==> config.mk <==
export PLATFORM = sky130hd
export DESIGN_NAME = pipe_ctrl
export DESIGN_NICKNAME = d
export VERILOG_FILES = /design/src/rtl/pipe_ctrl.sv
export SDC_FILE = /design/constraint.sdc
export NUM_CORES = 1
export LEC_CHECK = 0
export BUFFER_PORTS_ARGS = -buffer_cell sky130_fd_sc_hd__buf_4
export CAP_MARGIN = 20
export CORE_AREA = 4 4 53 55
export DETAILED_ROUTE_END_ITERATION = 12
export DIE_AREA = 0 0 57 59
export PLACE_DENSITY = 0.65
export SLEW_MARGIN = 0
export SYNTH_ARGS = -nofsm -noshare
export SYNTH_HDL_FRONTEND = slang
export SYNTH_SLANG_ARGS = --single-unit
==> constraint.sdc <==
create_clock -name clk -period 1.5 [get_ports clk]
set_input_delay 0.15 -clock clk [delete_from_list [all_inputs] [get_ports clk]]
set_output_delay 0.15 -clock clk [all_outputs]
set_load 0.02 [all_outputs]
==> src/rtl/pipe_ctrl.sv <==
// pipe_ctrl: per-stage stall vector for the 5-stage core from load-use hazards and multi-cycle EX ops.
// Latency: stall_o is combinational; an L-cycle op gives L stall cycles then a 1-cycle mc_done_o pulse.
// Backpressure: stall_o holds pc and pipeline registers; EX keeps ex_mc_req_i until mc_done_o. PIPE_CTRL_PERF_EN adds stall counters.
module pipe_ctrl #(
  parameter int CNT_W  = 6,
  parameter int PERF_W = 32
) (
  input  logic             clk,
  input  logic             rst,
  input  logic             flush_i,
  input  logic             id_reg1_read_i,
  input  logic [4:0]       id_reg1_addr_i,
  input  logic             id_reg2_read_i,
  input  logic [4:0]       id_reg2_addr_i,
  input  logic             ex_is_load_i,
  input  logic             ex_wreg_i,
  input  logic [4:0]       ex_wd_i,
  input  logic             ex_mc_req_i,
  input  logic [CNT_W-1:0] ex_mc_len_i,
  output logic             mc_done_o,
  output logic [5:0]       stall_o,
  output logic             busy_o
`ifdef PIPE_CTRL_PERF_EN
  ,
  output logic [PERF_W-1:0] perf_mc_cycles_o,
  output logic [PERF_W-1:0] perf_lu_cycles_o
`endif
);

  localparam logic [5:0] STALL_MC = 6'b001111;
  localparam logic [5:0] STALL_LU = 6'b000111;

  typedef enum logic [1:0] {IDLE, BUSY, DONE} state_t;

  state_t           state_q, state_d;
  logic [CNT_W-1:0] cnt_q, cnt_d;
  logic [CNT_W-1:0] len_eff;
  logic             lu_hazard;
  logic [5:0]       stall_c;
  logic             done_c;

  always_ff @(posedge clk) begin
    if (rst) begin
      state_q <= IDLE;
      cnt_q   <= '0;
    end else begin
      state_q <= state_d;
      cnt_q   <= cnt_d;
    end
  end

  always_comb begin
    state_d = state_q;
    cnt_d   = cnt_q;
    stall_c = '0;
    done_c  = 1'b0;
    len_eff = (ex_mc_len_i == '0) ? CNT_W'(1) : ex_mc_len_i;
    // r0 is hardwired zero, so a load "to" it never creates a real dependency
    lu_hazard = ex_is_load_i & ex_wreg_i & (ex_wd_i != 5'd0) &
                ((id_reg1_read_i & (id_reg1_addr_i == ex_wd_i)) |
                 (id_reg2_read_i & (id_reg2_addr_i == ex_wd_i)));
    if (flush_i) begin
      state_d = IDLE;
      cnt_d   = '0;
    end else begin
      case (state_q)
        IDLE: begin
          if (ex_mc_req_i) begin
            stall_c = STALL_MC;
            if (len_eff == CNT_W'(1)) begin
              state_d = DONE;
            end else begin
              cnt_d   = len_eff - CNT_W'(1);
              state_d = BUSY;
            end
          end else if (lu_hazard) begin
            stall_c = STALL_LU;
          end
        end
        BUSY: begin
          stall_c = STALL_MC;
          if (cnt_q == CNT_W'(1)) begin
            state_d = DONE;
            cnt_d   = '0;
          end else begin
            cnt_d = cnt_q - CNT_W'(1);
          end
        end
        DONE: begin
          // EX releases here so the result advances; a new request is only seen from IDLE
          done_c  = 1'b1;
          state_d = IDLE;
          if (lu_hazard) stall_c = STALL_LU;
        end
        default: begin
          state_d = IDLE;
          cnt_d   = '0;
        end
      endcase
    end
  end

  assign stall_o   = rst ? 6'b000000 : stall_c;
  assign mc_done_o = rst ? 1'b0 : done_c;
  assign busy_o    = rst ? 1'b0 : (state_q != IDLE);

`ifdef PIPE_CTRL_PERF_EN
  always_ff @(posedge clk) begin
    if (rst) begin
      perf_mc_cycles_o <= '0;
      perf_lu_cycles_o <= '0;
    end else begin
      if (stall_o == STALL_MC) perf_mc_cycles_o <= perf_mc_cycles_o + PERF_W'(1);
      if (stall_o == STALL_LU) perf_lu_cycles_o <= perf_lu_cycles_o + PERF_W'(1);
    end
  end
`endif

endmodule

# After elaboration in Yosys (flattened, before gate mapping)
# Cells that the tools add are included.
# totals
output_inout_bits	8
register_bits	8
inputBits	29
wordCells	45
# op_classes
n_bitwise	7
addsub	2
reduce_logical	7
mux	18
n_eq_ne	9
# op_table
operator	n
$mux 6	5
$pmux 6 s3	1
$eq 6x1->1 const B	2
$pmux 4 s3	1
$sub 6x1->6 const B	2
$eq 5x5->1	2
$mux 4	2
$logic_not 6->1	1
$mux 2	3
$ne 2x2->1 const B	3
$and 1x1->1	5
$reduce_bool 5->1	1
$mux 1	4
$pmux 2 s2	1
$mux 3	1
$reduce_and 3->1	1
$eq 2x1->1 const B	1
$eq 2x2->1 const B	1
$logic_not 2->1	1
$reduce_and 2->1	1
$reduce_bool 2->1	1
$reduce_or 2->1	1
$not 1->1	1
$or 1x1->1	1

# Longest topological paths before layout
# depth
word_depth	9
depth_mapped	8
mapped_depth_nobuf	8

# Worst setup path before layout
# OpenSTA, ideal clock, no wires.
# synth_path
path_kind	input-to-output
startpoint	in ex_wd_i[2]
endpoint	out stall_o[1]
arrival_time_ps	1590
required_ps	1350
path_slack_ps	-240
stages	6
cell_sequence	xor2_1 -> nor4_1 -> and3_1 -> a31oi_1 -> o21ai_0 -> buf_4
# synth_via
elab_chain_cells	9
elab_cells_between_ends	13
classes_between	eq/ne: 2; mux: 5; bitwise: 5; reduce/logical: 1
# synth_lines
item	line	source
start: declaration	17	input logic [4:0] ex_wd_i,
$eq 5x5->1 (on tied branches)	60, 61	
$and 1x1->1 (on tied branches)	60, 61	
$or 1x1->1	60	((id_reg1_read_i & (id_reg1_addr_i == ex_wd_i)) |
$and 1x1->1 (*)	59	lu_hazard = ex_is_load_i & ex_wreg_i & (ex_wd_i != 5'd0) &
$mux 3 (*)	76, 93	
$mux 4	68	if (ex_mc_req_i) begin
$pmux 4 s3 (*)	66	case (state_q)
$mux 4 (*)	62	if (flush_i) begin
$mux 6 (*)	103	assign stall_o = rst ? 6'b000000 : stall_c;
end: declaration	21	output logic [5:0] stall_o,
# Every way passes the cells marked *; elsewhere a longest branch is shown, timed or not.

# Final worst setup path
# layout_path
startpoint	in ex_wd_i[3]
endpoint	out stall_o[0]
# The elaborated chain is that of the path after synthesis.

==> metrics.txt <==
# TYPE chip_impl_metric gauge
chip_impl_metric{name="cts_buffer_depth",unit=""} 2
chip_impl_metric{name="design.die.area",unit="um2"} 3360
chip_impl_metric{name="gr-usage-all-layers",unit="%"} 14.6
chip_impl_metric{name="postRouteWirelength",unit="um"} 2510
chip_impl_metric{name="ys_async_sr_fraction",unit="%"} 0
chip_impl_metric{name="final_hold_viol_count",unit=""} 0
chip_impl_metric{name="synth_cells",unit=""} 104
chip_impl_metric{name="synth.lib_cells_used.distinct",unit=""} 32
chip_impl_metric{name="nNetsFinal",unit=""} 190
chip_impl_metric{name="worst_ep_arrival_time",unit="ns"} 1.32
chip_impl_info{name="rsz_0062_raised_after_global_routing",value="true"} 1
chip_impl_info{name="outcome",value="complete, no violations"} 1
chip_impl_metric{name="detailedRoute.firstPassIterationCount",unit=""} 4
chip_impl_info{name="cts.root.buffer_cell",value="sky130_fd_sc_hd__clkbuf_4"} 1
chip_impl_metric{name="grt_first_pass_wirelength",unit="um"} 3880
chip_impl_metric{name="first_global_vias",unit=""} 959
chip_impl_metric{name="clock.fmax",unit="MHz"} 681
chip_impl_metric{name="clock-skew-final",unit="ns"} 0.000444
chip_impl_metric{name="grt_max_degree",unit=""} 11
chip_impl_info{name="critical-path-top-delay-family",value="simple AND/OR/NAND/NOR gates"} 1
chip_impl_info{name="critical_path_cell_by_cell",value="buf_4 -> xor2_1 -> nor4_1 -> and3_1 -> a31oi_2 -> o21ai_2 -> buf_4"} 1
chip_impl_metric{name="synth_area",unit="um2"} 805
chip_impl_info{name="synth_ff_type",value="sky130_fd_sc_hd__dfxtp_1"} 1
chip_impl_info{name="critPathLaunchType",value="primary input"} 1
chip_impl_metric{name="layout.core_utilization",unit="%"} 54.9
chip_impl_info{name="timing_worst_setup_path_type",value="in -> out"} 1
chip_impl_metric{name="power_density",unit="nW/um2"} 548
chip_impl_metric{name="placement.io_buffers",unit=""} 34
chip_impl_metric{name="die-width",unit="um"} 57
chip_impl_metric{name="globalplace.congestion",unit=""} 0.918
chip_impl_metric{name="maxSlewViolCount",unit=""} 0
chip_impl_metric{name="place_hpwl",unit="um"} 2070
chip_impl_metric{name="timing.final.setup_violations",unit=""} 0
chip_impl_metric{name="grt_overflow",unit=""} 0
chip_impl_metric{name="detailed_route_vias_per_instance",unit=""} 5.17
chip_impl_metric{name="leakage",unit="nW"} 0.583
chip_impl_metric{name="drv.max_cap_violation_count",unit=""} 0
chip_impl_metric{name="setup_total_negative_slack",unit="ns"} 0
chip_impl_info{name="library_cell_contributing_the_largest_single_delay_on_the_critical_path",value="sky130_fd_sc_hd__nor4_1"} 1
chip_impl_metric{name="cp_num_buf_inv",unit=""} 2
chip_impl_info{name="clock_tree_from_tritoncts",value="done"} 1
chip_impl_metric{name="final_layout_size_suffix_gt1_share",unit="%"} 45.8
chip_impl_metric{name="detailroute.via_count",unit=""} 956
chip_impl_metric{name="multiInputGateArea",unit="um2"} 653
chip_impl_metric{name="fin_crit_sh",unit="%"} 97.8
chip_impl_metric{name="finalWorstPathRequiredPeriod",unit="ns"} 1.47
chip_impl_metric{name="post-cts-setup-buffer-count",unit=""} 0
chip_impl_metric{name="area_growth_syn_to_layout",unit="%"} 62.8
chip_impl_metric{name="synth-edff-count",unit=""} 0
chip_impl_metric{name="timing.critical_path.required",unit="ns"} 1.35
chip_impl_metric{name="clk_pin_slew_worst_paths",unit="ns"} 0.06
chip_impl_metric{name="grt_antenna_before_repair",unit=""} 0
chip_impl_info{name="timing.hold.worst.class",value="in -> reg"} 1
chip_impl_metric{name="yosys_register_bits",unit=""} 8
chip_impl_metric{name="routedWlPerCell",unit="um"} 13.6
chip_impl_metric{name="drt.antenna.violating_nets",unit=""} 0
chip_impl_metric{name="ys_seq_area_share",unit="%"} 19.9
chip_impl_metric{name="design.portCount",unit=""} 37
chip_impl_metric{name="clk_latency",unit="ns"} 0.26
chip_impl_metric{name="cts-buffers-inserted",unit=""} 3
chip_impl_info{name="layout_commonest_cell",value="sky130_fd_sc_hd__buf_4"} 1
chip_impl_info{name="final_cell_mix",value="sky130_fd_sc_hd__buf_4 (48), sky130_fd_sc_hd__xor2_1 (9), sky130_fd_sc_hd__nand2_1 (9)"} 1
chip_impl_metric{name="syn_area_cell",unit="um2"} 7.74
chip_impl_metric{name="initialDrtViolationCount",unit=""} 5
chip_impl_metric{name="n_antenna_cell",unit=""} 0
chip_impl_metric{name="maximum_resistive_drop_on_vdd",unit="V"} 0.000291
chip_impl_metric{name="die_h",unit="um"} 59
chip_impl_metric{name="cts_htree_levels",unit=""} 1
chip_impl_metric{name="synth.yosys.warnings",unit=""} 0
chip_impl_metric{name="drcViolationCount",unit=""} 0
chip_impl_metric{name="initial_core_util",unit="%"} 33.7
chip_impl_metric{name="max_stage_delay",unit="ns"} 0.26
chip_impl_metric{name="clkSinkCount",unit=""} 8
chip_impl_metric{name="placement_rows",unit=""} 18
chip_impl_metric{name="largest_fanout_on_the_critical_path",unit=""} 3
chip_impl_metric{name="nFillCells",unit=""} 237
chip_impl_info{name="critPathCaptureType",value="primary output"} 1
chip_impl_info{name="crit_top_cell",value="sky130_fd_sc_hd__buf_4"} 1
chip_impl_metric{name="floorplan.core_area",unit="um2"} 2390
chip_impl_metric{name="final-seq-area",unit="um2"} 161
## flip-flops by register name, summed over array words and instances (netlist names)
name / flops
state_q: 2
cnt_q: 6
## layout make-up
cell class,instances,area share [%]
flip-flops and latches,8,12.3
repair buffers,52,31.2
well taps,30,2.87
inverters,7,2.01
clock buffers,3,1.72
multi-input cells,85,49.9
## synthesized netlist by cell type (4+ instances only)
cell | n | area share [%]
sky130_fd_sc_hd__buf_4 | 4 | 3.7
sky130_fd_sc_hd__xnor2_1 | 5 | 5.4
sky130_fd_sc_hd__a21oi_1 | 5 | 3.1
sky130_fd_sc_hd__xor2_1 | 9 | 9.8
sky130_fd_sc_hd__inv_1 | 7 | 3.3
sky130_fd_sc_hd__nor3_1 | 6 | 3.7
sky130_fd_sc_hd__ha_1 | 4 | 6.2
sky130_fd_sc_hd__nand2_1 | 9 | 4.2
sky130_fd_sc_hd__o21ai_0 | 6 | 3.7
sky130_fd_sc_hd__dfxtp_1 | 8 | 20
sky130_fd_sc_hd__nor2_1 | 6 | 2.8
## cells by family (layout without fill, tap and decap cells)
| logic type | after synthesis | after routing | synth area share, % |
|---|---|---|---|
| AO/OA/AOI/OAI | 25 | 25 | 21.0 |
| XOR/XNOR | 14 | 14 | 15.2 |
| adder cells (fa/ha/maj) | 4 | 4 | 6.22 |
| buffers and inverters | 12 | 62 | 7.47 |
| flip-flops | 8 | 8 | 19.9 |
| multiplexers | 3 | 3 | 3.73 |
| other | 1 | 2 | 0.466 |
| AND/OR/NAND/NOR | 37 | 37 | 26.0 |
## timing repair
action	4_1_cts	5_1_grt
resized for setup	2	17
pin swaps	3	2
hold buffers	0	0
gates cloned	0	0
endpoints found under the setup margin	4	9
## worst paths after layout
kind                            slack [ns]                   from                     to  cells past startpoint
worst min-delay path                  0.12                flush_i  cnt_q[5]$_SDFFE_PP0P_                      2
worst max-delay path                  0.03             ex_wd_i[3]             stall_o[0]                      7
worst max register to register        0.07  cnt_q[1]$_SDFFE_PP0P_  cnt_q[2]$_SDFFE_PP0P_                      7
worst min register to register        0.51  cnt_q[1]$_SDFFE_PP0P_  cnt_q[1]$_SDFFE_PP0P_                      1
## report_power, final
| part | switching, mW | internal (mW) | total (mW) |
|---|---|---|---|
| logic | 0.146 | 0.166 | 0.312 |
| registers | 0.0104 | 0.222 | 0.233 |
| clock network | 0.0810 | 0.0921 | 0.173 |
## layer usage
layer	routed length [um]	vias up	track usage, %	part of all wire [%]
li1	-	477	-	-
met1	961	446	15.5	38
met2	1400	29	28.2	56
met3	113	4	2.61	4.5
met4	31	0	6.29	1.2
met5	0	-	0	0
## per-stage QoR
stage	total power [mW]	setup slack [ns]	instance area (um2)	cells	hold WS (ns)
6_report	0.718	0.0324	1310	185	0.124
5_1_grt	0.759	-0.0462	1310	185	0.123
4_1_cts	0.696	-0.00120	1230	185	0.102
3_5_place_dp	0.525	-0.179	1210	182	0.369
3_3_place_gp	0.522	-0.124	1210	182	0.373
2_1_floorplan	0.380	0.00146	812	105	0.221
Power figures use the tool's default switching activity.
